--- src/rtl/bcd_fib_param_pkg.sv ---
// Shared types and constant helpers for the BCD Fibonacci calculator.
// Widths are derived at elaboration time from the digit counts.
package bcd_fib_param_pkg;

   typedef enum logic [2:0] {
      ST_IDLE,
      ST_LOAD,
      ST_FIB,
      ST_CONV,
      ST_DONE
   } state_e;

   function automatic int pow10(input int d);
      int r;
      r = 1;
      for (int i = 0; i < d; i++) r = r * 10;
      return r;
   endfunction

   // Ceiling log2; clog2(1) = 0.
   function automatic int clog2(input int v);
      int    r;
      longint p;
      r = 0;
      p = 1;
      while (p < longint'(v)) begin
         p = p * 2;
         r = r + 1;
      end
      return r;
   endfunction

endpackage

--- src/rtl/bin2bcd_dd.sv ---
// Load/shift double-dabble converter: BIN_W steps after load, one bit per clock.
// done_tick_o marks the cycle of the final step; bcd_o is valid from the next cycle.
module bin2bcd_dd #(
   parameter int BIN_W      = 15,
   parameter int OUT_DIGITS = 4
) (
   input  logic                    clk,
   input  logic                    reset_n,
   input  logic                    load_i,
   input  logic [BIN_W-1:0]        bin_i,
   output logic [4*OUT_DIGITS-1:0] bcd_o,
   output logic                    done_tick_o
);
   import bcd_fib_param_pkg::*;

   localparam int CNT_W = clog2(BIN_W + 1);

   logic [BIN_W-1:0]        bin_q, bin_d;
   logic [4*OUT_DIGITS-1:0] bcd_q, bcd_d, bcd_adj;
   logic [CNT_W-1:0]        cnt_q, cnt_d;

   always_comb begin
      bcd_adj = bcd_q;
      for (int d = 0; d < OUT_DIGITS; d++) begin
         if (bcd_q[4*d +: 4] >= 4'd5) bcd_adj[4*d +: 4] = bcd_q[4*d +: 4] + 4'd3;
      end
      bin_d = bin_q;
      bcd_d = bcd_q;
      cnt_d = cnt_q;
      if (load_i) begin
         bin_d = bin_i;
         bcd_d = '0;
         cnt_d = CNT_W'(BIN_W);
      end else if (cnt_q != '0) begin
         bcd_d = {bcd_adj[4*OUT_DIGITS-2:0], bin_q[BIN_W-1]};
         bin_d = {bin_q[BIN_W-2:0], 1'b0};
         cnt_d = cnt_q - CNT_W'(1);
      end
   end

   always_ff @(posedge clk) begin
      if (!reset_n) begin
         bin_q <= '0;
         bcd_q <= '0;
         cnt_q <= '0;
      end else begin
         bin_q <= bin_d;
         bcd_q <= bcd_d;
         cnt_q <= cnt_d;
      end
   end

   assign bcd_o       = bcd_q;
   assign done_tick_o = (cnt_q == CNT_W'(1));

endmodule

--- src/rtl/bcd_fib_param.sv ---
// BCD-in / BCD-out Fibonacci calculator with saturating overflow and bad-digit flag.
//   state | meaning
//   IDLE  | waiting for start, ready=1
//   LOAD  | fold BCD index into binary, most significant digit first
//   FIB   | iterate t0,t1 until n exhausted or t0 exceeds the output range
//   CONV  | double-dabble of sat(t0) in the sub-module
//   DONE  | latch results; done_tick follows on the next cycle
module bcd_fib_param
   import bcd_fib_param_pkg::*;
#(
   parameter int IN_DIGITS  = 2,
   parameter int OUT_DIGITS = 4
) (
   input  logic                    clk,
   input  logic                    reset_n,
   input  logic                    start,
   input  logic [4*IN_DIGITS-1:0]  bcd_in,
   output logic                    ready,
   output logic                    done_tick,
   output logic [4*OUT_DIGITS-1:0] bcd_out,
   output logic                    ovf,
   output logic                    err
);

   localparam int IDX_W = clog2(pow10(IN_DIGITS));
   localparam int BIN_W = clog2(3 * pow10(OUT_DIGITS));
   localparam logic [BIN_W-1:0] MAX_V = BIN_W'(pow10(OUT_DIGITS) - 1);

   state_e                  state_q, state_d;
   logic [4*IN_DIGITS-1:0]  din_q, din_d;
   logic [IDX_W-1:0]        idx_q, idx_d, idx_next, n_q, n_d;
   logic [1:0]              dcnt_q, dcnt_d;
   logic [BIN_W-1:0]        t0_q, t0_d, t1_q, t1_d;
   logic                    ovf_p_q, ovf_p_d, err_p_q, err_p_d;
   logic                    ready_q, ready_d, done_q, done_d;
   logic [4*OUT_DIGITS-1:0] bcd_out_q, bcd_out_d;
   logic                    ovf_q, ovf_d, err_q, err_d;
   logic [3:0]              digit;
   logic                    bad;
   logic                    t0_big;
   logic                    dd_load, dd_done;
   logic [BIN_W-1:0]        dd_bin;
   logic [4*OUT_DIGITS-1:0] dd_bcd;

   assign t0_big = (t0_q > MAX_V);
   assign dd_bin = t0_big ? MAX_V : t0_q;

   always_comb begin
      state_d   = state_q;
      din_d     = din_q;
      idx_d     = idx_q;
      n_d       = n_q;
      dcnt_d    = dcnt_q;
      t0_d      = t0_q;
      t1_d      = t1_q;
      ovf_p_d   = ovf_p_q;
      err_p_d   = err_p_q;
      bcd_out_d = bcd_out_q;
      ovf_d     = ovf_q;
      err_d     = err_q;
      dd_load   = 1'b0;
      bad       = 1'b0;
      digit     = '0;
      for (int i = 0; i < IN_DIGITS; i++) begin
         if (dcnt_q == 2'(i)) digit = din_q[4*i +: 4];
      end
      idx_next = (idx_q << 3) + (idx_q << 1) + IDX_W'(digit);

      case (state_q)
         ST_IDLE: begin
            if (start) begin
               din_d = bcd_in;
               for (int i = 0; i < IN_DIGITS; i++) begin
                  if (bcd_in[4*i +: 4] > 4'd9) bad = 1'b1;
               end
               if (bad) begin
                  err_p_d = 1'b1;
                  ovf_p_d = 1'b0;
                  state_d = ST_DONE;
               end else begin
                  err_p_d = 1'b0;
                  idx_d   = '0;
                  dcnt_d  = 2'(IN_DIGITS - 1);
                  state_d = ST_LOAD;
               end
            end
         end
         ST_LOAD: begin
            idx_d = idx_next;
            if (dcnt_q == 2'd0) begin
               t0_d    = '0;
               t1_d    = BIN_W'(1);
               n_d     = idx_next;
               state_d = ST_FIB;
            end else begin
               dcnt_d = dcnt_q - 2'd1;
            end
         end
         ST_FIB: begin
            // Stopping as soon as t0 leaves the range keeps t1 below 3*10**OUT_DIGITS.
            if (n_q == '0 || t0_big) begin
               dd_load = 1'b1;
               ovf_p_d = t0_big;
               state_d = ST_CONV;
            end else begin
               t0_d = t1_q;
               t1_d = t0_q + t1_q;
               n_d  = n_q - IDX_W'(1);
            end
         end
         ST_CONV: begin
            if (dd_done) state_d = ST_DONE;
         end
         ST_DONE: begin
            bcd_out_d = err_p_q ? '0 : dd_bcd;
            ovf_d     = ovf_p_q;
            err_d     = err_p_q;
            state_d   = ST_IDLE;
         end
         default: state_d = ST_IDLE;
      endcase

      ready_d = (state_d == ST_IDLE);
      done_d  = (state_q == ST_DONE);
   end

   always_ff @(posedge clk) begin
      if (!reset_n) begin
         state_q   <= ST_IDLE;
         din_q     <= '0;
         idx_q     <= '0;
         n_q       <= '0;
         dcnt_q    <= '0;
         t0_q      <= '0;
         t1_q      <= '0;
         ovf_p_q   <= 1'b0;
         err_p_q   <= 1'b0;
         ready_q   <= 1'b1;
         done_q    <= 1'b0;
         bcd_out_q <= '0;
         ovf_q     <= 1'b0;
         err_q     <= 1'b0;
      end else begin
         state_q   <= state_d;
         din_q     <= din_d;
         idx_q     <= idx_d;
         n_q       <= n_d;
         dcnt_q    <= dcnt_d;
         t0_q      <= t0_d;
         t1_q      <= t1_d;
         ovf_p_q   <= ovf_p_d;
         err_p_q   <= err_p_d;
         ready_q   <= ready_d;
         done_q    <= done_d;
         bcd_out_q <= bcd_out_d;
         ovf_q     <= ovf_d;
         err_q     <= err_d;
      end
   end

   bin2bcd_dd #(
      .BIN_W      (BIN_W),
      .OUT_DIGITS (OUT_DIGITS)
   ) u_dd (
      .clk         (clk),
      .reset_n     (reset_n),
      .load_i      (dd_load),
      .bin_i       (dd_bin),
      .bcd_o       (dd_bcd),
      .done_tick_o (dd_done)
   );

   assign ready     = ready_q;
   assign done_tick = done_q;
   assign bcd_out   = bcd_out_q;
   assign ovf       = ovf_q;
   assign err       = err_q;

endmodule

--- config.mk ---
export PLATFORM = sky130hd
export DESIGN_NAME = bcd_fib_param
export DESIGN_NICKNAME = d
export VERILOG_FILES = /design/src/rtl/bcd_fib_param_pkg.sv /design/src/rtl/bin2bcd_dd.sv /design/src/rtl/bcd_fib_param.sv
export SDC_FILE = /design/constraint.sdc
export NUM_CORES = 1
export LEC_CHECK = 0
export CAP_MARGIN = 5
export CORE_MARGIN = 3
export CORE_UTILIZATION = 45
export DETAILED_ROUTE_END_ITERATION = 16
export MAX_ROUTING_LAYER = met4
export PLACE_DENSITY = 0.71
export SLEW_MARGIN = 20
export SYNTH_ARGS = -nofsm -noshare
export SYNTH_HDL_FRONTEND = slang
export SYNTH_SLANG_ARGS = --single-unit
--- constraint.sdc ---
create_clock -name clk -period 3.5 [get_ports clk]
set_input_delay 0.7 -clock clk [delete_from_list [all_inputs] [get_ports clk]]
set_output_delay 0.7 -clock clk [all_outputs]
set_load 0.01 [all_outputs]
# Word-level counts from Yosys, hierarchy flattened
# Cells that the tools add are included.
[word_totals] regBits=113 latchBits=0 ramBits=0 mem_bits_ro=0 word_cells=109 memories=0
[classes] addsub=10 mul=0 n_div=0 n_lt_le_gt_ge=7 eq_ne=13 shifts=0 n_mux=45 n_bitwise=1 reduce_logical=16
[op_table] operator="15-bit 2-to-1 mux" count=7
[op_table] operator="15-bit one-hot mux with 2 select lines" count=2
[op_table] operator="4-bit 2-to-1 mux" count=7
[op_table] operator="3-bit 2-to-1 mux" count=6
[op_table] operator="4-bit by 3-bit greater-or-equal comparator with 1-bit output, second input constant" count=4
[op_table] operator="16-bit 2-to-1 mux" count=1
[op_table] operator="15-bit adder" count=1
[op_table] operator="15-bit by 14-bit > comparator with 1-bit output, second input constant" count=1
[op_table] operator="7-bit 2-to-1 mux" count=2
[op_table] operator="2-bit != test, second input constant" count=7
[op_table] operator="7-bit one-hot mux with 2 select lines" count=1
[op_table] operator="4-bit by 2-bit adder with 4-bit output, second input constant" count=3
[op_table] operator="6-bit 2-to-1 mux" count=2
[op_table] operator="3-bit one-hot mux with 4 select lines" count=1
[op_table] operator="6-bit one-hot mux with 2 select lines" count=1
[op_table] operator="1-bit 2-to-1 mux" count=10
[op_table] operator="4-bit > comparator, second input constant" count=2
[op_table] operator="4-bit AND reduction" count=2
[op_table] operator="2-bit nonzero test" count=4
[op_table] operator="7-bit by 4-bit adder with 7-bit output" count=1
[op_table] operator="7-bit adder" count=1
[op_table] operator="7-bit zero test" count=1
[op_table] operator="7-bit by 1-bit subtractor with 7-bit output, second input constant" count=1
[op_table] operator="3-bit by 2-bit == test with 1-bit output, second input constant" count=2
[op_table] operator="18 further kinds" count=22

# Logic depth before layout (Yosys ltp)
[logic_depth] word_depth=9 depth_mapped=15

# Modules after synthesis
# From an unflattened synthesis, not the netlist that was laid out.
[unflattened] hier_cells=750 area_unflattened_um2=6002.0
[by_module_without_submodules] module="bcd_fib_param" instances=1 cells_each=531 area_per_inst_um2=4209.0 seq_area_each_um2=1561.5
[by_module_without_submodules] module="bin2bcd_dd" instances=1 cells_each=219 area_per_inst_um2=1793.0 seq_area_each_um2=700.7

# Worst setup path before layout
# No wires, ideal clock.
[synth_path] kind="flip-flop to flip-flop" startpoint="register dcnt_q[0]" endpoint="register n_q[6]" setup_ns=0.070 arrival_time_ns=2.605 required_time_ns=3.430 slack_ns=0.825 path_stages_with_launch=15 period_less_slack_ns=2.675 cell_sequence="dfxtp_1 > inv_1 > ha_1 > clkbuf_1 > nand2_1 > nor2_1 > a21oi_1 > fa_1 > fa_1 > nor2b_1 > o21ai_0 > nand3_1 > nor3b_1 > nand4_1 > a21oi_1"
[synth_via] elab_chain_len=6 elab_cells_between_ends=9 classes_between="add/sub (1); eq/ne (2); mux (4); reduce/logical (2)"
[synth_lines] element="from (decl)" line_no="bcd_fib_param.sv:32" text="logic [1:0] dcnt_q, dcnt_d;"
[synth_lines] element="from (signal assigned)" line_no="bcd_fib_param.sv:148" text="dcnt_q <= dcnt_d;"
[synth_lines] element="2-bit zero test" line_no="bcd_fib_param.sv:65, bcd_fib_param.sv:90"
[synth_lines] element="4-bit 2-to-1 mux (2 in a row)" line_no="bcd_fib_param.sv:65" text="if (dcnt_q == 2'(i)) digit = din_q[4*i +: 4];"
[synth_lines] element="7-bit by 4-bit adder with 7-bit output" line_no="bcd_fib_param.sv:67" text="idx_next = (idx_q << 3) + (idx_q << 1) + IDX_W'(digit);"
[synth_lines] element="7-bit 2-to-1 mux" line_no="bcd_fib_param.sv:90" text="if (dcnt_q == 2'd0) begin"
[synth_lines] element="7-bit one-hot mux with 2 select lines" line_no="bcd_fib_param.sv:69" text="case (state_q)"
[synth_lines] element="to (signal assigned)" line_no="bcd_fib_param.sv:147" text="n_q <= n_d;"
[synth_lines] element="to (decl)" line_no="bcd_fib_param.sv:31" text="logic [IDX_W-1:0] idx_q, idx_d, idx_next, n_q, n_d;"
# Several ways; a longest one is shown, not always the timed one. The select of a mux whose other input is x is not followed.
# A chain may end at the register's enable or synchronous reset.

# Worst setup path in the final report
# Same ends and word-level chain as after synthesis.

==> flow_summary.json <==
{
  "status": "complete, no violations",
  "power_density_nw_per_um2": 587,
  "die_x_um": 121,
  "layoutNonFillerInstCount": 945,
  "hold_buffers": 0,
  "h-tree-depth": 4,
  "maxCapViolations": 0,
  "nNetsFinal": 810,
  "fmax_mhz": 346,
  "synthCells": 750,
  "drt-met1-wl_mm": 6.45,
  "multi_input_area_um2": 3360,
  "cts_sinks": 113,
  "grt_pass1_vias": 4911,
  "reg2regPathDepth": 13,
  "grt.overflow.total": 0,
  "die_area_um2": 14600,
  "synthMuxAreaShare_pct": 0.337,
  "routed_wl_mm": 13.9,
  "finalCriticalPeriod_ns": 2.89,
  "area_growth_pct": 16.2,
  "die_h_um": 121,
  "period_share_pct": 82.7,
  "grt_usage_pct": 20.4,
  "p_leak_uw": 0.00261,
  "dr.pass1.iters": 5,
  "finalSetupViolCount": 0,
  "hold_depth": 2,
  "numCtsBuffers": 17,
  "vdd_ir_drop_max_mv": 0.347,
  "synthArstFlopShare_pct": 0,
  "synth_area_per_cell_um2": 7.91,
  "syn_nets": 800,
  "met2_length_mm": 6.65,
  "max_stage_delay_ns": 0.48,
  "core_region_area_um2": 12800,
  "antenna_cells": 0,
  "postLayoutCoreUtil_pct": 54.0,
  "synth_top_family_by_area": "simple AND/OR/NAND/NOR gates",
  "crit_path_start_kind": "flop",
  "start_util_pct": 46.4,
  "synth_edf_count": 0,
  "avgRoutedWirePerCell_um": 14.7,
  "worstPathMaxFanout": 10,
  "ys_seq_area_share_pct": 38.1,
  "grt_pass1_wl_mm": 23.7,
  "cts_max_path_buffers": 2,
  "worst_pin_slew_ns": 1.03,
  "cp_slowest_cell": "fa_1",
  "cts.clk_slew.worst_paths_ns": 0.05,
  "grt_max_degree": 36,
  "design_area_um2": 6900,
  "antenna_found_initial": 0,
  "yosysTopAreaCellShare_pct": 38.1,
  "pre_cts_slack_ns": 0.618,
  "max-slew-margin-rel_pct": 30.9,
  "ant_nets": 0,
  "dr.first_iter.drc_count": 489,
  "skew_ns": 0.00556,
  "synth.distinct_cells": 60,
  "via_count": 5293,
  "route.detailed.drc": 0,
  "dpl-instance-area_um2": 6260,
  "wl_met3_um": 622,
  "path_class": "reg -> reg",
  "place_congestion": 0.848,
  "synth_top_area_cell": "dfxtp_1",
  "synth_commonest_cells": "dfxtp_1 (113), nand2_1 (112), a21oi_1 (109)",
  "ys_seq_elements": 113,
  "yosys-top-cells-area": "dfxtp_1 (38%), a21oi_1 (9.2%), ha_1 (7.6%)",
  "final-seq-area_um2": 2260,
  "numPlacedInstances": 913,
  "worst-endpoint-arrival_ns": 3.24,
  "yosysMostFrequentCell": "dfxtp_1",
  "yosysWarnings": 0,
  "finalMaxSlewViolations": 0,
  "fill_cells": 1137,
  "fin_ws_ns": 0.606,
  "path_cells": "inv_1, ha_1, nand2_1, nor2_1, a21oi_1, fa_1, fa_1, nor2b_1, o21ai_0, nand3_1, nor3b_1, nand4_1, a21oi_1",
  "cts_setup_buffers": 0,
  "io_pins": 31,
  "hp-class": "reg -> reg",
  "hold_viol_final": 0,
  "synth_adder_area_share_pct": 8.60,
  "crit_path_end_kind": "flop",
  "highest_layer": "met4",
  "io_buffers": 30,
  "synth-compound-area-share_pct": 20.4,
  "rsz0062_at_grt": "false",
  "routed_via_density": 5.60,
  "clock_latency_ns": 0.41,
  "cts_tree": "yes",
  "clockRootBuffer": "clkbuf_16",
  "hpwl_mm": 9.62,
  "synth_xor_area_share_pct": 2.95,
  "synth-simple-area-share_pct": 24.3,
  "ctsResizeCount": 0,
  "rows": 41,
  "drive_above_1_share_pct": 7.37,
  "ys.flop_type": "dfxtp_1",
  "tns_ns": 0,
  "cp_data_required_time_ns": 3.85,
  "syn-cell-area_um2": 5930
}
-- power by group --
group	total [uW]	switching (uW)	internal [uW]
registers	1460	83.6	1380
logic	754	506	248
clock network	1830	607	1230
total	4050	1200	2850
-- layout make-up --
cell class / instances / area share [%]
Multi-Input combinational cell: 570 / 48.7
Sequential cell: 113 / 32.8
Clock buffer: 19 / 6.57
Timing Repair Buffer: 35 / 4.90
Tap cell: 172 / 3.12
Clock inverter: 13 / 2.65
Inverter: 23 / 1.25
-- layout by cell type (no fill, tap or decap), drive strengths merged, types with 23 or more instances in the layout --
| master | instances |
|---|---|
| o21ai | 39 |
| nor2 | 73 |
| clkdlybuf4s50 | 30 |
| dfxtp | 113 |
| a21oi | 111 |
| nor3 | 23 |
| nand3 | 43 |
| nand2 | 116 |
| ha | 36 |
| inv | 24 |
-- final timing paths --
check,from,to,slack [ns]
worst max-delay path,dcnt_q[0]$_SDFFE_PN0P_,n_q[6]$_SDFFE_PN0P_,0.61
worst min-delay path,u_dd.bin_q[14]$_SDFFE_PN0P_,u_dd.bin_q[14]$_SDFFE_PN0P_,0.45
worst max register to register,dcnt_q[0]$_SDFFE_PN0P_,n_q[6]$_SDFFE_PN0P_,0.61
worst min register to register,u_dd.bin_q[14]$_SDFFE_PN0P_,u_dd.bin_q[14]$_SDFFE_PN0P_,0.45
-- kinds of logic after synthesis --
group	count (synthesis)
multiplexers	2
adder cells (fa/ha/maj)	39
flip-flops	113
AO/OA/AOI/OAI	204
AND/OR/NAND/NOR	305
XOR/XNOR	20
buffers and inverters	67
-- metrics by stage --
stage               power [uW]  hold slack, ns
CTS                       4070           0.453
detailed placement        2230           0.446
global route              4260           0.486
global placement          2200           0.444
floorplan                 2080           0.432
finish                    4050           0.454
-- critical path: cells and delay by family (launching register included) --
| kind | cells | cell delay, ns |
|---|---|---|
| adders and majority gates | 3 | 1.26 |
| DFF | 1 | 0.38 |
| buffers and inverters | 1 | 0.07 |
| AOI/OAI and AO/OA | 3 | 0.42 |
| and+or+nand+nor | 6 | 0.69 |
-- sequential cells by signal, indices dropped and copies added (netlist names) --
name	cells
t1_q	15
dcnt_q	2
u_dd.bin_q	15
ovf_p_q	1
done_tick	1
ovf	1
u_dd.cnt_q	4
err	1
t0_q	15
din_q	8
n_q	7
bcd_out	16
u_dd.bcd_o	16
err_p_q	1
idx_q	6
state_q	3
ready	1
-- metal layers --
metal,global-route usage [%],vias up
li1,-,2643
met1,26.3,2496
met2,32.2,138
met3,4.72,16
met4,5.52,0
met5,-,-
Note: power is estimated with default switching activity, not from simulation.
